`src/rtl/bcd2bin_pkg.sv`:
```
// Shared types and constants for the sequential BCD-to-binary converter.
`timescale 1ns/1ps
package bcd2bin_pkg;

  localparam int DIGIT_COUNT           = 4;
  localparam int BCD_DIGIT_WIDTH       = 4;
  localparam int BCD_WIDTH             = 16;
  localparam int BCD_MAX_DIGIT         = 9;
  localparam int BCD_CORRECT_THRESHOLD = 8;
  localparam int BCD_CORRECT_VALUE     = 3;

  typedef enum logic [1:0] {
    IDLE  = 2'd0,
    SHIFT = 2'd1,
    DONE  = 2'd2
  } state_t;

  function automatic logic has_invalid_digit(input logic [BCD_WIDTH-1:0] bcd);
    logic bad;
    bad = 1'b0;
    for (int i = 0; i < DIGIT_COUNT; i++) begin
      if (bcd[i*BCD_DIGIT_WIDTH +: BCD_DIGIT_WIDTH] > BCD_DIGIT_WIDTH'(BCD_MAX_DIGIT)) begin
        bad = 1'b1;
      end
    end
    return bad;
  endfunction

endpackage

```
`src/rtl/bcd2bin_converter_4_bcd_digit_correct.sv`:
```
// Reverse double-dabble digit correction: a shifted BCD digit that reads 8 or
// more carried a half-ten from the digit above, so 3 is taken off.
`timescale 1ns/1ps
module bcd_digit_correct
  import bcd2bin_pkg::*;
(
  input  logic [3:0] digit_i,
  output logic [3:0] digit_o
);

  assign digit_o = (digit_i >= BCD_DIGIT_WIDTH'(BCD_CORRECT_THRESHOLD))
                 ? digit_i - BCD_DIGIT_WIDTH'(BCD_CORRECT_VALUE)
                 : digit_i;

endmodule

```
`src/rtl/bcd2bin_converter_4.sv`:
```
// Sequential 4-digit BCD to binary converter, one reverse double-dabble step per clock.
// Define BCD2BIN_DIGIT_CHECK_EN to flag digits above 9 on Error.
`timescale 1ns/1ps
module bcd2bin_converter_4
  import bcd2bin_pkg::*;
#(
  parameter int OUTPUT_BIT_WIDTH = 14
) (
  input  logic                        Clk,
  input  logic                        Rst,
  input  logic                        Start,
  input  logic [3:0]                  Digit3,
  input  logic [3:0]                  Digit2,
  input  logic [3:0]                  Digit1,
  input  logic [3:0]                  Digit0,
  output logic                        Ready,
  output logic                        Done,
  output logic [OUTPUT_BIT_WIDTH-1:0] Output,
  output logic                        Overflow,
  output logic                        Error
);

  localparam int CNT_WIDTH = $clog2(OUTPUT_BIT_WIDTH + 1);

  state_t                      state_q, state_d;
  logic [BCD_WIDTH-1:0]        bcd_q, bcd_d;
  logic [OUTPUT_BIT_WIDTH-1:0] bin_q, bin_d;
  logic [CNT_WIDTH-1:0]        cnt_q, cnt_d;
  logic [OUTPUT_BIT_WIDTH-1:0] out_q, out_d;
  logic                        ovf_q, ovf_d;
`ifdef BCD2BIN_DIGIT_CHECK_EN
  logic                        inv_q, inv_d;
  logic                        err_q, err_d;
`endif

  logic [BCD_WIDTH-1:0]        shift_bcd;
  logic [BCD_WIDTH-1:0]        corr_bcd;
  logic [OUTPUT_BIT_WIDTH-1:0] shift_bin;
  logic                        last_shift;

  assign shift_bcd  = bcd_q >> 1;
  assign shift_bin  = {bcd_q[0], bin_q[OUTPUT_BIT_WIDTH-1:1]};
  assign last_shift = (cnt_q == CNT_WIDTH'(OUTPUT_BIT_WIDTH));

  for (genvar g = 0; g < DIGIT_COUNT; g++) begin : g_corr
    bcd_digit_correct u_corr (
      .digit_i(shift_bcd[g*BCD_DIGIT_WIDTH +: BCD_DIGIT_WIDTH]),
      .digit_o(corr_bcd[g*BCD_DIGIT_WIDTH +: BCD_DIGIT_WIDTH])
    );
  end

  always_comb begin
    // NOTE: every next-state signal takes its held value first, so no path through the case infers a latch.
    state_d = state_q;
    bcd_d   = bcd_q;
    bin_d   = bin_q;
    cnt_d   = cnt_q;
    out_d   = out_q;
    ovf_d   = ovf_q;
`ifdef BCD2BIN_DIGIT_CHECK_EN
    inv_d   = inv_q;
    err_d   = err_q;
`endif
    case (state_q)
      IDLE, DONE: begin
        if (Start) begin
          state_d = SHIFT;
          bcd_d   = {Digit3, Digit2, Digit1, Digit0};
          bin_d   = '0;
          cnt_d   = '0;
`ifdef BCD2BIN_DIGIT_CHECK_EN
          inv_d   = has_invalid_digit({Digit3, Digit2, Digit1, Digit0});
`endif
        end else if (state_q == DONE) begin
          state_d = IDLE;
        end
      end
      SHIFT: begin
        // The edge after the final shift only publishes the result.
        if (last_shift) begin
          state_d = DONE;
          out_d   = bin_q;
          ovf_d   = |bcd_q;
`ifdef BCD2BIN_DIGIT_CHECK_EN
          err_d   = inv_q;
          if (inv_q) begin
            out_d = '0;
            ovf_d = 1'b0;
          end
`endif
        end else begin
          bcd_d = corr_bcd;
          bin_d = shift_bin;
          cnt_d = cnt_q + CNT_WIDTH'(1);
        end
      end
      default: state_d = IDLE;
    endcase
  end

  // NOTE: state is updated with non-blocking assignments so every register samples pre-edge values.
  always_ff @(posedge Clk or posedge Rst) begin
    if (Rst) begin
      state_q <= IDLE;
      bcd_q   <= '0;
      bin_q   <= '0;
      cnt_q   <= '0;
      out_q   <= '0;
      ovf_q   <= 1'b0;
`ifdef BCD2BIN_DIGIT_CHECK_EN
      inv_q   <= 1'b0;
      err_q   <= 1'b0;
`endif
    end else begin
      state_q <= state_d;
      bcd_q   <= bcd_d;
      bin_q   <= bin_d;
      cnt_q   <= cnt_d;
      out_q   <= out_d;
      ovf_q   <= ovf_d;
`ifdef BCD2BIN_DIGIT_CHECK_EN
      inv_q   <= inv_d;
      err_q   <= err_d;
`endif
    end
  end

  assign Ready    = (state_q != SHIFT);
  assign Done     = (state_q == DONE);
  assign Output   = out_q;
  assign Overflow = ovf_q;
`ifdef BCD2BIN_DIGIT_CHECK_EN
  assign Error    = err_q;
`else
  assign Error    = 1'b0;
`endif

endmodule

```
`config.mk`:
```
export PLATFORM = sky130hd
export DESIGN_NAME = bcd2bin_converter_4
export DESIGN_NICKNAME = d
export VERILOG_FILES = /design/src/rtl/bcd2bin_pkg.sv /design/src/rtl/bcd2bin_converter_4_bcd_digit_correct.sv /design/src/rtl/bcd2bin_converter_4.sv
export SDC_FILE = /design/constraint.sdc
export NUM_CORES = 1
export LEC_CHECK = 0
export ABC_AREA = 0
export ABC_CLOCK_PERIOD_IN_PS = 2000
export CAP_MARGIN = 0
export CORE_MARGIN = 5
export CORE_UTILIZATION = 54
export DETAILED_ROUTE_END_ITERATION = 10
export GPL_TIMING_DRIVEN = 0
export PLACE_DENSITY = 0.85
export SKIP_LAST_GASP = 1
export SLEW_MARGIN = 20
export SYNTH_ARGS = -nofsm -noshare
export SYNTH_HDL_FRONTEND = slang
export SYNTH_SLANG_ARGS = --single-unit
```
`constraint.sdc`:
```
create_clock -name Clk -period 2 [get_ports Clk]
set_input_delay 0.2 -clock Clk [delete_from_list [all_inputs] [get_ports Clk]]
set_output_delay 0.2 -clock Clk [all_outputs]
set_load 0.02 [all_outputs]
```
==> results.toml, run 1 <==
[status]
run_status = "finished clean"

[yosys]
synth_fp_nets = 256
synth_compound_area_share_pct = 10.7
ys_warn_count = 0
synth_simple_gate_area_share_pct = 14.1
synth-xor-area-share_pct = 2.47
synthFlopType = "dfrtp_1"
avgSynthCellArea_um2 = 10.9
synth-edff-count = 0
synthMuxAreaShare_pct = 11.0
synthAdderAreaFrac_pct = 4.03
ys_seq_elements = 51
syn-cell-area_mm2 = 0.00249
synth_top_family_by_area = "simple AND/OR/NAND/NOR gates"
yosys.cell_types.count = 38
ys_async_sr_fraction_pct = 100
synthCells = 229
ys_seq_area_share_pct = 51.3

[pwr]
power.density_mw_per_mm2 = 1440
vdd_drop_max_v = 0.000890
power_mw = 4.35
leakagePower_nw = 1.38

[job]
maxCapViolCount = 0

[global_route]
grt_pass1_vias = 1675
grtUsageTotal_pct = 17.2
grt-ovfl-total = 0
grt_pass1_wl_um = 8400
grt_start_max_net_pins = 27
antenna_found_initial = 0

[clocking]
clock-root-buffer = "clkbuf_8"
clk_pin_slew_ns = 0.09
cts_made_buffers = 5
cts.path.max_buffers = 2
cts_setup_buffers = 0
clk_latency_ns = 0.31
htreeDepth = 2
cts_hold_buffers = 0
cts_tree = "done"
cts_sinks = 51

[placed_design]
place_congestion = 0.827
portBuffers = 35
dp_hpwl_um = 3510

[drt]
routedWlPerCell_um = 15.1
drc_errors = 0
finalWirelength_um = 4920
dr.first_iter.drc_count = 104
vias_per_cell = 5.50
num_vias = 1788
first_pass_iters = 4
ant_nets = 0

[sta]
finalHoldViolCount = 0
timing.final.crit_share_pct = 95.7
rsz0062_at_grt = "no"
fin_setup_tns_ns = 0
fmax_mhz = 523
final.min_clock_period_ns = 1.91
drv_slew = 0
fin_worst_skew_ns = 0.00701
tightest_slew_ns = 0.551
finalSetupViolations = 0
slew_headroom_pct = 63.2

[critical_path]
crit_arrival_ns = 1.71
start_kind = "flip-flop"
path_cells = "nor2b_4 > buf_6 > inv_6 > buf_6 > buf_6 > dlygate4sd2_1"
worstSetupPathType = "reg2out"
crit_path_frequent_cell = "buf_6"
endpoint_kind = "output pin"
crit_required_ns = 1.80
cp_max_fo = 10
crit_path_max_incr_delay_ns = 0.41
slowest_stage = "dfrtp_1"

[floorplanning]
ios = 37
die_x_um = 77.9
die-area_mm2 = 0.00606
core_mm2 = 0.00441
die-height_um = 77.9
start_util_pct = 56.3
std_cell_rows = 24

[cells_and_area]
fin_util_pct = 68.4
drive_gt1_share_pct = 15.8
n_antenna_cell = 0
area_delta_synth_final_pct = 21.4
fin_nets = 299

[worst_hold_path]
min-delay-path-class = "in2async"
placed cells by master, fill, tap and decap left out, types with 3 or more instances in the layout:
cell,count
o21ai_0,21
mux2_2,7
mux2i_1,9
dfrtp_1,51
o21ai_1,4
mux2_4,7
nand2_1,40
buf_2,3
buf_6,4
nor2_1,12
clkdlybuf4s50_1,34
a211o_1,3
nand3_1,3
inv_1,7
xnor2_1,6
ha_1,8
buf_4,4
nor4_1,4
a21oi_1,8
clkbuf_8,6
nor2b_1,5
repair_timing:
| item | 4_1_cts | 5_1_grt |
|---|---|---|
| endpoints found under the hold margin | 0 | 0 |
| gates resized for setup | 1 | 0 |
| setup endpoints to repair | 1 | 0 |
cells in the mapped netlist, types with 2 or more instances:
master | n | area [um2]
mux2_4 | 7 | 105
ha_1 | 8 | 100
a21oi_1 | 8 | 40.0
o21ai_1 | 4 | 20.0
mux2_2 | 7 | 78.8
a2bb2oi_1 | 2 | 17.5
xnor2_1 | 6 | 52.6
inv_1 | 8 | 30.0
nand4_1 | 2 | 12.5
nor2b_1 | 5 | 31.3
buf_2 | 3 | 15.0
o21ai_0 | 21 | 105
dfrtp_1 | 51 | 1280
nand3_1 | 3 | 15.0
nor2_1 | 12 | 45.0
buf_6 | 4 | 45.0
nor4_1 | 4 | 25.0
a22o_1 | 2 | 17.5
mux2i_1 | 9 | 90.1
a211o_1 | 3 | 26.3
buf_4 | 4 | 30.0
nand2_1 | 40 | 150
area by class of cell:
class / instances / area, um2
Timing Repair Buffer: 36 / 369
Clock buffer: 6 / 82.6
Sequential cell: 51 / 1280
Tap cell: 52 / 65.1
Fill cell: 329 / 1400
Multi-Input combinational cell: 155 / 1060
Buffer: 13 / 110
Clock inverter: 2 / 16.3
Inverter: 10 / 42.5
logic make-up (layout without fill, tap and decap cells):
family                   after synthesis  in the layout
AND/OR/NAND/NOR                       72             72
buffers and inverters                 23             67
flip-flops                            51             51
adder cells (fa/ha/maj)                8              8
XOR/XNOR                               7              7
other                                  1              1
AO/OA/AOI/OAI                         44             44
multiplexers                          23             23
power breakdown:
part	switching (mW)	leakage [nW]	total [mW]	internal (mW)
Combinational	0.985	0.661	1.92	0.932
Sequential	0.382	0.670	1.81	1.43
Clock	0.339	0.0474	0.621	0.283
Total	1.71	1.38	4.35	2.65
per-stage QoR:
stage | hold WS (ns) | instance area, um2 | worst slack (ns) | cells
2_1_floorplan | 0.316 | 2490 | 0.500 | 229
3_3_place_gp | 0.463 | 2900 | -0.368 | 316
3_5_place_dp | 0.493 | 2920 | 0.147 | 317
4_1_cts | 0.268 | 3020 | 0.0769 | 325
5_1_grt | 0.325 | 3020 | 0.0302 | 325
6_report | 0.250 | 3020 | 0.0865 | 325
path summary, 6_finish.rpt:
path                       startpoint        end  slack, ns  depth (start not counted)
setup reg to reg             cnt_q[0]  bcd_q[13]       0.30                          6
setup / recovery           state_q[0]      Ready       0.09                          6
hold / removal                    Rst  Output[5]       0.25                          2
min in group Clk            Digit0[3]   bcd_q[3]       0.44                          3
hold reg to reg             bin_q[10]  bin_q[10]       0.51                          2
max in group asynchronous         Rst   bcd_q[4]       1.22                          3
flip-flops by register name (all words and copies together), names as in the netlist:
name,count
state_q,2
Output,14
bcd_q,16
bin_q,14
Overflow,1
cnt_q,4
critical path: cells and delay by family (launching register included):
kind	cells	cell delay, ns
buf+inv	5	0.86
flops	1	0.41
simple gates	1	0.13
routing by layer:
| metal | wire (um) | GRT usage [%] | vias up |
|---|---|---|---|
| li1 | - | - | 858 |
| met1 | 2200 | 23.2 | 880 |
| met2 | 2420 | 27.6 | 43 |
| met3 | 233 | 4.17 | 7 |
| met4 | 66 | 5.33 | 0 |
| met5 | 0 | 0 | - |
(Power assumes the default switching activity.)
==> run 2, diff against run 1 <==
--- a/config.mk
+++ b/config.mk
@@ -12,6 +12,7 @@
 export CORE_UTILIZATION = 54
 export DETAILED_ROUTE_END_ITERATION = 10
 export GPL_TIMING_DRIVEN = 0
+export MAX_ROUTING_LAYER = met4
 export PLACE_DENSITY = 0.85
 export SKIP_LAST_GASP = 1
 export SLEW_MARGIN = 20
==> results.toml, run 2 (same netlist as run 1, synthesis figures left out) <==
[floorplanning]
start_util_pct = 56.3
ios = 37
die_x_um = 77.9
std_cell_rows = 24
die-area_mm2 = 0.00606
die-height_um = 77.9
core_mm2 = 0.00441

[cells_and_area]
nFillCells = 329
fin_cells = 325
layout_commonest_cell = "dfrtp_1"
fin_nets = 299
multi_input_area_mm2 = 0.00106
fin_area_mm2 = 0.00302
mostFrequentLayoutCells = "dfrtp_1, nand2_1, clkdlybuf4s50_1"
drive_gt1_share_pct = 15.8
largest_register = "bcd_q"
area_delta_synth_final_pct = 21.4
largest_register_ffs = 16
regArea_mm2 = 0.00128
n_antenna_cell = 0

[sta]
drv_slew = 0
tightest_slew_ns = 0.552
finalHoldViolCount = 0
fmax_mhz = 524
timing.final.crit_share_pct = 95.5
fin_setup_tns_ns = 0
final.min_clock_period_ns = 1.91
finalSetupViolations = 0
slew_headroom_pct = 63.1
rsz0062_at_grt = "no"
setup_slack_ns = 0.0905
fin_worst_skew_ns = 0.00832

[clocking]
cts_setup_buffers = 0
cts_made_buffers = 5
ctsResizeCount = 1
cts_sinks = 51
clock-root-buffer = "clkbuf_8"
clk_latency_ns = 0.30
cts_tree = "done"
cts.path.max_buffers = 2
htreeDepth = 2
cts_hold_buffers = 0
clk_pin_slew_ns = 0.10

[critical_path]
crit_arrival_ns = 1.71
crit_path_max_incr_delay_ns = 0.41
path_buf_inv = 5
worstSetupPathType = "reg2out"
cp_max_fo = 10
crit_path_frequent_cell = "buf_6"
start_kind = "flip-flop"
reg2reg_depth = 6
slowest_stage = "dfrtp_1"
reg2reg_slack_ns = 0.32
endpoint_kind = "output pin"
r2r-start = "cnt_q[0]"
crit_required_ns = 1.80
path_cells = "nor2b_4 > buf_6 > inv_6 > buf_6 > buf_6 > dlygate4sd2_1"
crit_cells = 6
path_delay_family = "buffers and inverters"
r2r_end = "bcd_q[5]"

[pwr]
vdd_drop_max_v = 0.000896
leakagePower_nw = 1.38
power.density_mw_per_mm2 = 1440

[placed_design]
place_inst = 317
placed_area_mm2 = 0.00292
pre_cts_ws_ns = 0.147
portBuffers = 35
dp_hpwl_um = 3510
place_congestion = 0.840

[global_route]
antenna_found_initial = 0
grt_start_max_net_pins = 27
top_usage_layer = "met2"
met1_usage_pct = 23.0
grt_pass1_wl_um = 8380
grt_pass1_vias = 1684
grt-ovfl-total = 0
globalRouteMet3Util_pct = 4.17
grt_use_met2_pct = 27.5
grtUsageTotal_pct = 17.7

[drt]
vias_per_cell = 5.48
dr.first_iter.drc_count = 150
num_vias = 1781
routedWlPerCell_um = 15.2
first_pass_iters = 4
finalWirelength_um = 4930
ant_nets = 0
drc_errors = 0

[worst_hold_path]
min-delay-path-class = "in2async"

[job]
maxCapViolCount = 0

[status]
run_status = "finished clean"
-- run 2: cell counts in the layout (fill, tap and decap cells not counted) --
Identical to the previous run, type by type.
-- run 2: layout make-up --
cell class | count | share of cell area, %
Buffer | 13 | 3.65
Multi-Input combinational cell | 155 | 35.0
Tap cell | 52 | 2.15
Clock buffer | 6 | 2.74
Sequential cell | 51 | 42.3
Timing Repair Buffer | 36 | 12.2
Inverter | 10 | 1.41
Clock inverter | 2 | 0.539
-- run 2: how the worst max path moves through the flow --
stage | start | end | slack, ns
floorplan | cnt_q[0] | Output[0] | 0.50
global placement | Rst | bcd_q[15] | -0.37
detailed placement | state_q[0] | Ready | 0.15
CTS | state_q[0] | Ready | 0.08
global route | state_q[0] | Ready | 0.03
finish | state_q[0] | Ready | 0.09
-- run 2: power breakdown --
| part | leakage [nW] | switching (mW) | internal [mW] |
|---|---|---|---|
| Combinational | 0.661 | 0.986 | 0.934 |
| Sequential | 0.670 | 0.383 | 1.43 |
| Clock | 0.0474 | 0.339 | 0.283 |
| Total | 1.38 | 1.71 | 2.65 |
-- run 2: routing by layer --
layer / part of all wire (%) / up-vias
met1: 45 / 874
met5: 0 / -
met4: 1.4 / 0
met2: 49 / 44
li1: - / 856
met3: 4.4 / 7
-- run 2: worst reg2reg max path, stage by stage (launching register included) --
cell and delay, ns:
dfrtp_1 0.44, inv_1 0.08, ha_1 0.18, nand3_4 0.15, a21oi_4 0.30, buf_2 0.27
o21ai_0 0.13
-- run 2: through the flow --
stage | total power [mW] | utilization, % | hold slack [ns]
after floorplan | 3.13 | - | 0.316
after detailed placement | 3.75 | 66.2 | 0.493
after global routing | 4.67 | 68.4 | 0.322
after CTS | 4.38 | 68.4 | 0.268
final | 4.36 | 68.4 | 0.249
after global placement | 3.66 | 65.7 | 0.463
